**src/rtl/regfile_pkg.sv**
```systemverilog
// Shared sizing, register-address type and writeback-source encoding for the
// register-file writeback scheduler.
package regfile_pkg;
  localparam int REG_COUNT  = 32;
  localparam int REG_WIDTH  = 32;
  localparam int REG_ADDR_W = $clog2(REG_COUNT);

  typedef logic [REG_ADDR_W-1:0] reg_addr_t;

  typedef enum logic {
    SRC_ALU  = 1'b0,
    SRC_LOAD = 1'b1
  } wb_src_e;
endpackage

```
**src/rtl/regfile_wb_scheduler_if.sv**
```systemverilog
// Writeback handshake bundle: two sources (ALU, load) each offering addr/data
// under valid, with a per-source ready returned by the scheduler.
interface regfile_wb_scheduler_if
  import regfile_pkg::*;
#(
  parameter int AW = REG_ADDR_W,
  parameter int DW = REG_WIDTH
);
  logic [1:0]         wb_valid_i;
  logic [1:0][AW-1:0] wb_addr_i;
  logic [1:0][DW-1:0] wb_data_i;
  logic [1:0]         wb_ready_o;

  modport master (output wb_valid_i, output wb_addr_i, output wb_data_i, input wb_ready_o);
  modport slave  (input wb_valid_i, input wb_addr_i, input wb_data_i, output wb_ready_o);
endinterface

```
**src/rtl/regfile_wb_scheduler_rr_arbiter2.sv**
```systemverilog
// Two-requester round-robin arbiter with a combinational one-hot grant; the
// pointer remembers the last granted requester and moves only on a grant.
module rr_arbiter2 (
  input  logic       clk,
  input  logic       rst,
  input  logic [1:0] req,
  output logic [1:0] grant
);
  logic last;

  always_comb begin
    grant = 2'b00;
    if (!rst) begin
      case (req)
        2'b01:   grant = 2'b01;
        2'b10:   grant = 2'b10;
        2'b11:   grant = last ? 2'b01 : 2'b10;
        default: grant = 2'b00;
      endcase
    end
  end

  // Reset points at requester 1 so requester 0 wins the first contention.
  always_ff @(posedge clk) begin
    if (rst)
      last <= 1'b1;
    else if (grant != 2'b00)
      last <= grant[1];
  end
endmodule

```
**src/rtl/regfile_wb_scheduler.sv**
```systemverilog
// Scoreboard plus writeback port scheduler: tracks pending destinations, stalls
// issue on hazards and funnels two writeback sources onto one register-file port.
module regfile_wb_scheduler
  import regfile_pkg::*;
#(
  parameter int REG_COUNT = regfile_pkg::REG_COUNT,
  parameter int REG_WIDTH = regfile_pkg::REG_WIDTH,
  localparam int AW       = $clog2(REG_COUNT)
) (
  input  logic                          clk,
  input  logic                          rst,
  input  logic                          alloc_valid_i,
  input  logic [AW-1:0]                 alloc_addr_i,
  input  logic [AW-1:0]                 rs1_addr_i,
  input  logic [AW-1:0]                 rs2_addr_i,
  output logic                          stall_o,
  regfile_wb_scheduler_if.slave         wb,
  output logic                          reg_wr_en_o,
  output logic [AW-1:0]                 wr_addr_o,
  output logic [REG_WIDTH-1:0]          wr_data_o
);
  logic [REG_COUNT-1:0] busy;
  logic [REG_COUNT-1:0] busy_nxt;
  logic [1:0]           grant;
  logic                 alloc_fire;
  wb_src_e              sel;

  logic                 wr_en_p1;
  logic [AW-1:0]        wr_addr_p1;
  logic [REG_WIDTH-1:0] wr_data_p1;

  rr_arbiter2 u_arb (
    .clk   (clk),
    .rst   (rst),
    .req   (wb.wb_valid_i),
    .grant (grant)
  );

  assign wb.wb_ready_o = grant;
  assign sel           = grant[1] ? SRC_LOAD : SRC_ALU;

  always_comb begin
    stall_o = 1'b0;
    if (!rst)
      stall_o = busy[rs1_addr_i] | busy[rs2_addr_i] | (alloc_valid_i & busy[alloc_addr_i]);
  end

  assign alloc_fire = alloc_valid_i & ~stall_o & (alloc_addr_i != '0);

  // Allocation is applied after the clear so a same-edge allocate wins.
  always_comb begin
    busy_nxt = busy;
    if (wr_en_p1)
      busy_nxt[wr_addr_p1] = 1'b0;
    if (alloc_fire)
      busy_nxt[alloc_addr_i] = 1'b1;
    busy_nxt[0] = 1'b0;
  end

  always_ff @(posedge clk) begin
    if (rst)
      busy <= '0;
    else
      busy <= busy_nxt;
  end

  // Stage p1: granted transfer becomes the register-file write; x0 is dropped
  // and the address/data hold their last values.
  always_ff @(posedge clk) begin
    if (rst) begin
      wr_en_p1   <= 1'b0;
      wr_addr_p1 <= '0;
      wr_data_p1 <= '0;
    end else if (grant != 2'b00 && wb.wb_addr_i[sel] != '0) begin
      wr_en_p1   <= 1'b1;
      wr_addr_p1 <= wb.wb_addr_i[sel];
      wr_data_p1 <= wb.wb_data_i[sel];
    end else begin
      wr_en_p1   <= 1'b0;
    end
  end

  assign reg_wr_en_o = wr_en_p1;
  assign wr_addr_o   = wr_addr_p1;
  assign wr_data_o   = wr_data_p1;
endmodule
```
**src/flat_wrapper.sv**
```systemverilog
// flat-port wrapper written by rule: the top's interface ports become plain ports
module regfile_wb_scheduler_flat import regfile_pkg::*;
#(
  parameter int REG_COUNT = regfile_pkg::REG_COUNT,
  parameter int REG_WIDTH = regfile_pkg::REG_WIDTH,
  localparam int AW       = $clog2(REG_COUNT)
)
  (clk, rst, alloc_valid_i, alloc_addr_i, rs1_addr_i, rs2_addr_i, stall_o, reg_wr_en_o, wr_addr_o, wr_data_o, wb_wb_valid_i, wb_wb_addr_i, wb_wb_data_i, wb_wb_ready_o);
  regfile_wb_scheduler_if wb_i ();
  input  logic clk;
  input  logic rst;
  input  logic alloc_valid_i;
  input  logic [AW-1:0] alloc_addr_i;
  input  logic [AW-1:0] rs1_addr_i;
  input  logic [AW-1:0] rs2_addr_i;
  output logic stall_o;
  output logic reg_wr_en_o;
  output logic [AW-1:0] wr_addr_o;
  output logic [REG_WIDTH-1:0] wr_data_o;
  input wire logic [$bits(wb_i.wb_valid_i)-1:0] wb_wb_valid_i;
  input wire logic [$bits(wb_i.wb_addr_i)-1:0] wb_wb_addr_i;
  input wire logic [$bits(wb_i.wb_data_i)-1:0] wb_wb_data_i;
  output wire logic [$bits(wb_i.wb_ready_o)-1:0] wb_wb_ready_o;
  assign wb_i.wb_valid_i = wb_wb_valid_i;
  assign wb_i.wb_addr_i = wb_wb_addr_i;
  assign wb_i.wb_data_i = wb_wb_data_i;
  assign wb_wb_ready_o = wb_i.wb_ready_o;
  regfile_wb_scheduler #(.REG_COUNT(REG_COUNT), .REG_WIDTH(REG_WIDTH)) u_core (.clk(clk), .rst(rst), .alloc_valid_i(alloc_valid_i), .alloc_addr_i(alloc_addr_i), .rs1_addr_i(rs1_addr_i), .rs2_addr_i(rs2_addr_i), .stall_o(stall_o), .wb(wb_i), .reg_wr_en_o(reg_wr_en_o), .wr_addr_o(wr_addr_o), .wr_data_o(wr_data_o));
endmodule
```
**config.mk**
```make
export PLATFORM = sky130hd
export DESIGN_NAME = regfile_wb_scheduler_flat
export DESIGN_NICKNAME = d
export VERILOG_FILES = /design/src/rtl/regfile_pkg.sv /design/src/rtl/regfile_wb_scheduler_if.sv /design/src/rtl/regfile_wb_scheduler_rr_arbiter2.sv /design/src/rtl/regfile_wb_scheduler.sv /design/src/flat_wrapper.sv
export SDC_FILE = /design/constraint.sdc
export NUM_CORES = 1
export LEC_CHECK = 0
export CAP_MARGIN = 20
export CORE_MARGIN = 5
export CORE_UTILIZATION = 51
export CTS_BUF_LIST = sky130_fd_sc_hd__clkbuf_8
export DETAILED_ROUTE_END_ITERATION = 8
export PLACE_DENSITY = 0.95
export SETUP_SLACK_MARGIN = 0.4
export SYNTH_ARGS = -nofsm -noshare
export SYNTH_HDL_FRONTEND = slang
export SYNTH_SLANG_ARGS = --single-unit
```
**constraint.sdc**
```tcl
create_clock -name clk -period 5.5 [get_ports clk]
set_clock_uncertainty 0.15 [all_clocks]
set_input_delay 0.55 -clock clk [delete_from_list [all_inputs] [get_ports clk]]
set_output_delay 0.55 -clock clk [all_outputs]
set_load 0.005 [all_outputs]
```
# --- After elaboration in Yosys (flattened, before gate mapping) ---
# Index checks and enable logic that the tools add are counted.
# Widths: inputs -> output; s select.
word_totals:
  rom_bits: 0
  ramBits: 0
  out_inout_bits: 41
  word_cells: 53
  mem_count: 0
  latch_bits: 0
  input_bits: 94
  ff_bits: 71
classes:
  n_lt_le_gt_ge: 7
  mul: 0
  shifts: 0
  n_div: 0
  n_bitwise: 9
  n_reduce_logical: 6
  mux: 22
  add_sub_neg: 0
  n_eq_ne: 3
ops:
  columns: ["cell", "count"]
  rows:
  - ["$mux 32", 4]
  - ["$and 32x32->32", 1]
  - ["$not 32->32", 1]
  - ["$or 32x32->32", 1]
  - ["$lt 5x6->1 const B", 4]
  - ["$bmux 1 s5", 3]
  - ["$demux 1 s5", 2]
  - ["$ge 5x1->1 const B", 2]
  - ["$mux 5", 2]
  - ["$reduce_bool 5->1", 2]
  - ["$mux 1", 8]
  - ["$pmux 2 s3", 1]
  - ["$eq 2x2->1 const B", 2]
  - ["$mux 2", 2]
  - ["$and 1x1->1", 3]
  - ["$logic_and 1x1->1", 3]
  - ["$eq 2x1->1 const B", 1]
  - ["$lt 1x2->1 const B", 1]
  - ["$or 1x1->1", 2]
  - ["$reduce_bool 2->1", 1]
  - ["$not 1->1", 1]

# --- Longest topological paths before layout ---
logic_depth:
  ltp_word: 9
  depth_mapped: 8
  depth_no_buf: 6

# --- Cells and area by module ---
# From an unflattened synthesis, not the netlist that was laid out.
hier_totals:
  hier_cells: 465
  hier_area_um2: 4129.0
by_module_without_submodules:
  columns: ["module", "seq_area_each_um2", "n_inst", "area_each_um2", "cells_per_inst"]
  rows:
  - ["regfile_wb_scheduler", 1381.3, 1, 4071.4, 458]
  - ["rr_arbiter2", 20.0, 1, 57.6, 7]

# --- Worst setup path after synthesis ---
# No wires, ideal clock.
synth_path:
  kind: "input port to output port"
  startpoint: "input port alloc_addr_i[1]"
  endpoint: "output port stall_o"
  arrival_time_ps: 2026
  setup_slack_ps: 2774
  cell_stages: 8
  t_required_ps: 4800
  n_path_buf: 2
  cell_sequence: "buf_2 -> buf_1 -> mux2i_1 -> o22ai_1 -> a311oi_1 -> o211a_1 -> nand2b_1 -> a31oi_1"
synth_between:
  elab_chain_cells: 5
synth_lines:
  columns: ["element", "line_no", "rtl"]
  rows:
  - ["start, declared", "flat_wrapper.sv:13", "input logic [AW-1:0] alloc_addr_i;"]
  - ["$bmux 1 s5", "regfile_wb_scheduler.sv:45", "stall_o = busy[rs1_addr_i] | busy[rs2_addr_i] | (alloc_valid_i & busy[alloc_addr_i]);"]
  - ["$mux 1 (implied by the code)", "regfile_wb_scheduler.sv:45", null]
  - ["$and 1x1->1", "regfile_wb_scheduler.sv:45", null]
  - ["$or 1x1->1", "regfile_wb_scheduler.sv:45", null]
  - ["$mux 1", "regfile_wb_scheduler.sv:44", "if (!rst)"]
  - ["end, declared", "flat_wrapper.sv:16", "output logic stall_o;"]
# No other way between the ends. The select of a mux whose other input is x is not followed.

# --- Worst setup path after layout ---
# Same ends and word-level chain as after synthesis.

==> qor.csv <==
stage;metric;value;unit
sta;Slew HR;47.5;%
sta;Worst-Margin Slew;0.784;ns
cts;Skew-Pair Late Insertion Delay;0.34;ns
die;io pins;135;
yosys;synthesized net count;563;
sta;Final Hold Fails;0;
layout;commonest non-fill, non-tap cells in the layout;133 x clkdlybuf4s50_1, 85 x nand2_1, 70 x dfxtp_1;
cts;number of H-tree levels;3;
die;FP Rows;32;
critical_path;Levels on crit path;7;
yosys;register area share after synthesis;35.7;%
route;Via Count;4170;
route;DRT Pass-1 Iters;5;
yosys;synthesized area;0.00393;mm^2
placed_design;RePlAce Congestion;0.926;
cts;cts hold-fix bufs;0;
yosys;YS warnings;0;
global_route;initial antenna violation count;0;
sta;part of the cycle the worst path needs;73.2;%
placed_design;Placed Area;0.00529;mm^2
yosys;Unique masters post-synth;46;
critical_path;Reg2Reg Depth;7;
route;post-route ant nets;0;
power;Leak;0.00193;uW
yosys;Synth Area per Inst;8.37;um^2
critical_path;Required @ worst endpoint;4.80;ns
power;logic gate share of total power;22.4;%
cts;clock root buffer;clkbuf_8;
die;Initial Util;51.6;%
critical_path;delay-heaviest family, CP;buffers and inverters;
power;cell internal pwr;909;uW
global_route;GRT overflow;0;
critical_path;Startpoint Class;primary input;
critical_path;critical-path maximum fanout;15;
cts;post-CTS sizing;0;
cts;clk slew on worst S/H paths;0.07;ns
layout;Antenna Diode Count;0;
yosys;fraction of registers with async set/reset;0;%
layout;Fill cells;540;
sta;final hold slack;0.348;ns
power;Psw;341;uW
critical_path;critical path's slowest cell;clkdlybuf4s50_1;
power;worst vdd ir;0.000198;V
layout;register area;0.00140;mm^2
route;total wire length;13600;um
layout;commonest non-fill, non-tap cell in the layout;clkdlybuf4s50_1;
critical_path;CP max stage delay;0.98;ns
route;Initial DRC Count;303;
power;Seq pwr share;44.9;%
sta;count of final setup violators;0;
route;drc violations;0;
layout;fraction of layout cells with a size suffix above 1;7.68;%
global_route;largest net degree at the start of global routing;74;
power;Net Sw Frac;27.3;%
critical_path;reg2reg end;u_core.wr_data_o[22];
cts;cts bufs inserted;9;
sta;Max Freq;249;MHz
yosys;Post-Syn Instances;469;
critical_path;CP bufs+invs;2;
yosys;Synth Flop Type;dfxtp_1;
die;Chip Height;97.8;um
yosys;EDFF count, synth;0;
run_status;status;completed;
die;core region area;0.00761;mm^2
min_path;worst hold path class;reg -> reg;
critical_path;most frequent cell on the critical path;clkdlybuf4s50_1;
critical_path;WS Path Type;in -> out;
yosys;FF+latch count, synth;70;
critical_path;worst r2r src;u_core.u_arb.last;
sta;final setup margin;1.48;ns
placed_design;I/O Buffers;134;
critical_path;Critical Path End;stall_o;
sta;minimum clock period;4.02;ns
job;Max-cap violations;0;
cts;clock tree buffer depth;2;
power;clock group share of total power;32.7;%
critical_path;R2R Setup Slk;2.89;ns
layout;Layout area overhead;39.9;%
placed_design;DP Worst Slack;1.45;ns
global_route;first-pass GRT wire length;21500;um
route;wire per inst;19.7;um
layout;area of the multi-input gates;0.00238;mm^2
cts;TritonCTS Sinks;70;
placed_design;DP HPWL;10000;um
critical_path;CP Data Arrival Time;3.32;ns
layout;Final Cell Area;0.00549;mm^2
critical_path;crit-path cells;clkdlybuf4s50_1 > mux4_2 > a311oi_1 > o211a_1 > nand2b_1 > a31oi_1 > clkdlybuf4s50_1;
die;Die ar.;0.00956;mm^2
global_route;Tot GR Track Use;28.3;%
power;Power Dens Cells;228;mW/mm^2
critical_path;CP endpoint kind;primary output;
global_route;vias in the first global route;4228;
sta;Final Max Tran Viols;0;
layout;nets;676;
route;vias per cell;6.06;
sta;setup_tns;0;ns
critical_path;CP startpoint;alloc_addr_i[1];
cts;Setup Fix Bufs, Post-CTS;0;
die;Die X;97.8;um
sta;RSZ-0062 raised after global routing;false;
cts;CTS tree;done;
==> final cells by class <==
type,instances,area share [%]
multi-input cells,359,43.4
well taps,102,2.32
clock buffers,10,2.51
clock inverters,5,0.934
flip-flops and latches,70,25.5
inverters,3,0.205
repair buffers,139,25.1
==> layer usage <==
metal | vias to the layer above | track usage [%] | routed length [um]
met4 | 0 | 12.8 | 471
met1 | 1938 | 32.2 | 5060
met2 | 252 | 48.2 | 6670
li1 | 1937 | - | -
met3 | 43 | 9.21 | 1360
met5 | - | 0 | 0
==> logic make-up (layout without fill, tap and decap cells) <==
group,count (synthesis),count (layout),share of synthesized area [%]
AOI/OAI and AO/OA,104,104,18.0
buffers and inverters,40,157,4.14
DFF,70,70,35.7
muxes,33,33,13.9
and+or+nand+nor,222,222,28.3
==> power groups by stage <==
| stage | Clock [uW] | Combinational, uW | Sequential (uW) |
|---|---|---|---|
| CTS | 414 | 278 | 560 |
| detailed placement | 0 | 275 | 572 |
| global placement | 0 | 268 | 570 |
| global route | 439 | 301 | 564 |
| finish | 409 | 280 | 561 |
| floorplan | 0 | 121 | 567 |
==> how the worst min path moves through the flow <==
stage	start	end	slack, ns	cells past startpoint
final	u_core.wr_data_o[19]	u_core.wr_data_o[19]	0.35	2
after global routing	u_core.wr_data_o[19]	u_core.wr_data_o[19]	0.37	2
after CTS	u_core.wr_data_o[19]	u_core.wr_data_o[19]	0.35	2
after detailed placement	u_core.wr_data_o[19]	u_core.wr_data_o[19]	0.34	2
after global placement	u_core.wr_data_o[12]	u_core.wr_data_o[12]	0.34	2
after floorplan	u_core.busy[6]	u_core.busy[6]	0.32	2
==> synthesized netlist by cell type (3+ instances only) <==
cell type / n / area share (%)
nand2_1: 85 / 8.1
dfxtp_1: 70 / 36
nor2_1: 47 / 4.5
o21ai_0: 46 / 5.9
a311oi_1: 33 / 7.4
clkbuf_1: 29 / 2.8
nand3b_1: 27 / 5.2
nor2b_1: 27 / 4.3
mux4_2: 17 / 9.7
mux2i_1: 14 / 3.6
nand3_1: 10 / 1.3
buf_2: 4 / 0.51
nor3_1: 4 / 0.51
nor3b_1: 4 / 0.76
nor4_1: 4 / 0.64
a211oi_1: 3 / 0.57
nand2b_1: 3 / 0.48
or3b_2: 3 / 0.67
==> worst reg2reg max path: stages (launching register included) <==
cell and delay, ns:
dfxtp_1 0.33, nand2_1 0.08, nand3b_1 0.22, buf_8 0.25, o2bb2ai_4 0.63, buf_4 0.47
nor2_1 0.09, a311oi_1 0.30
==> through the flow <==
step,total power (uW),cells,utilization [%]
global route,1300,688,72.2
CTS,1250,687,72.0
global placement,838,672,69.5
finish,1250,688,72.2
detailed placement,847,672,69.5
floorplan,688,469,-
==> state kept, by name, indices dropped and copies added, names as in the netlist <==
signal / count
u_core.wr_data_o: 32
u_core.busy: 31
u_core.wr_addr_o: 5
u_core.u_arb.last: 1
u_core.reg_wr_en_o: 1
Note: power is estimated with default switching activity, not from simulation.
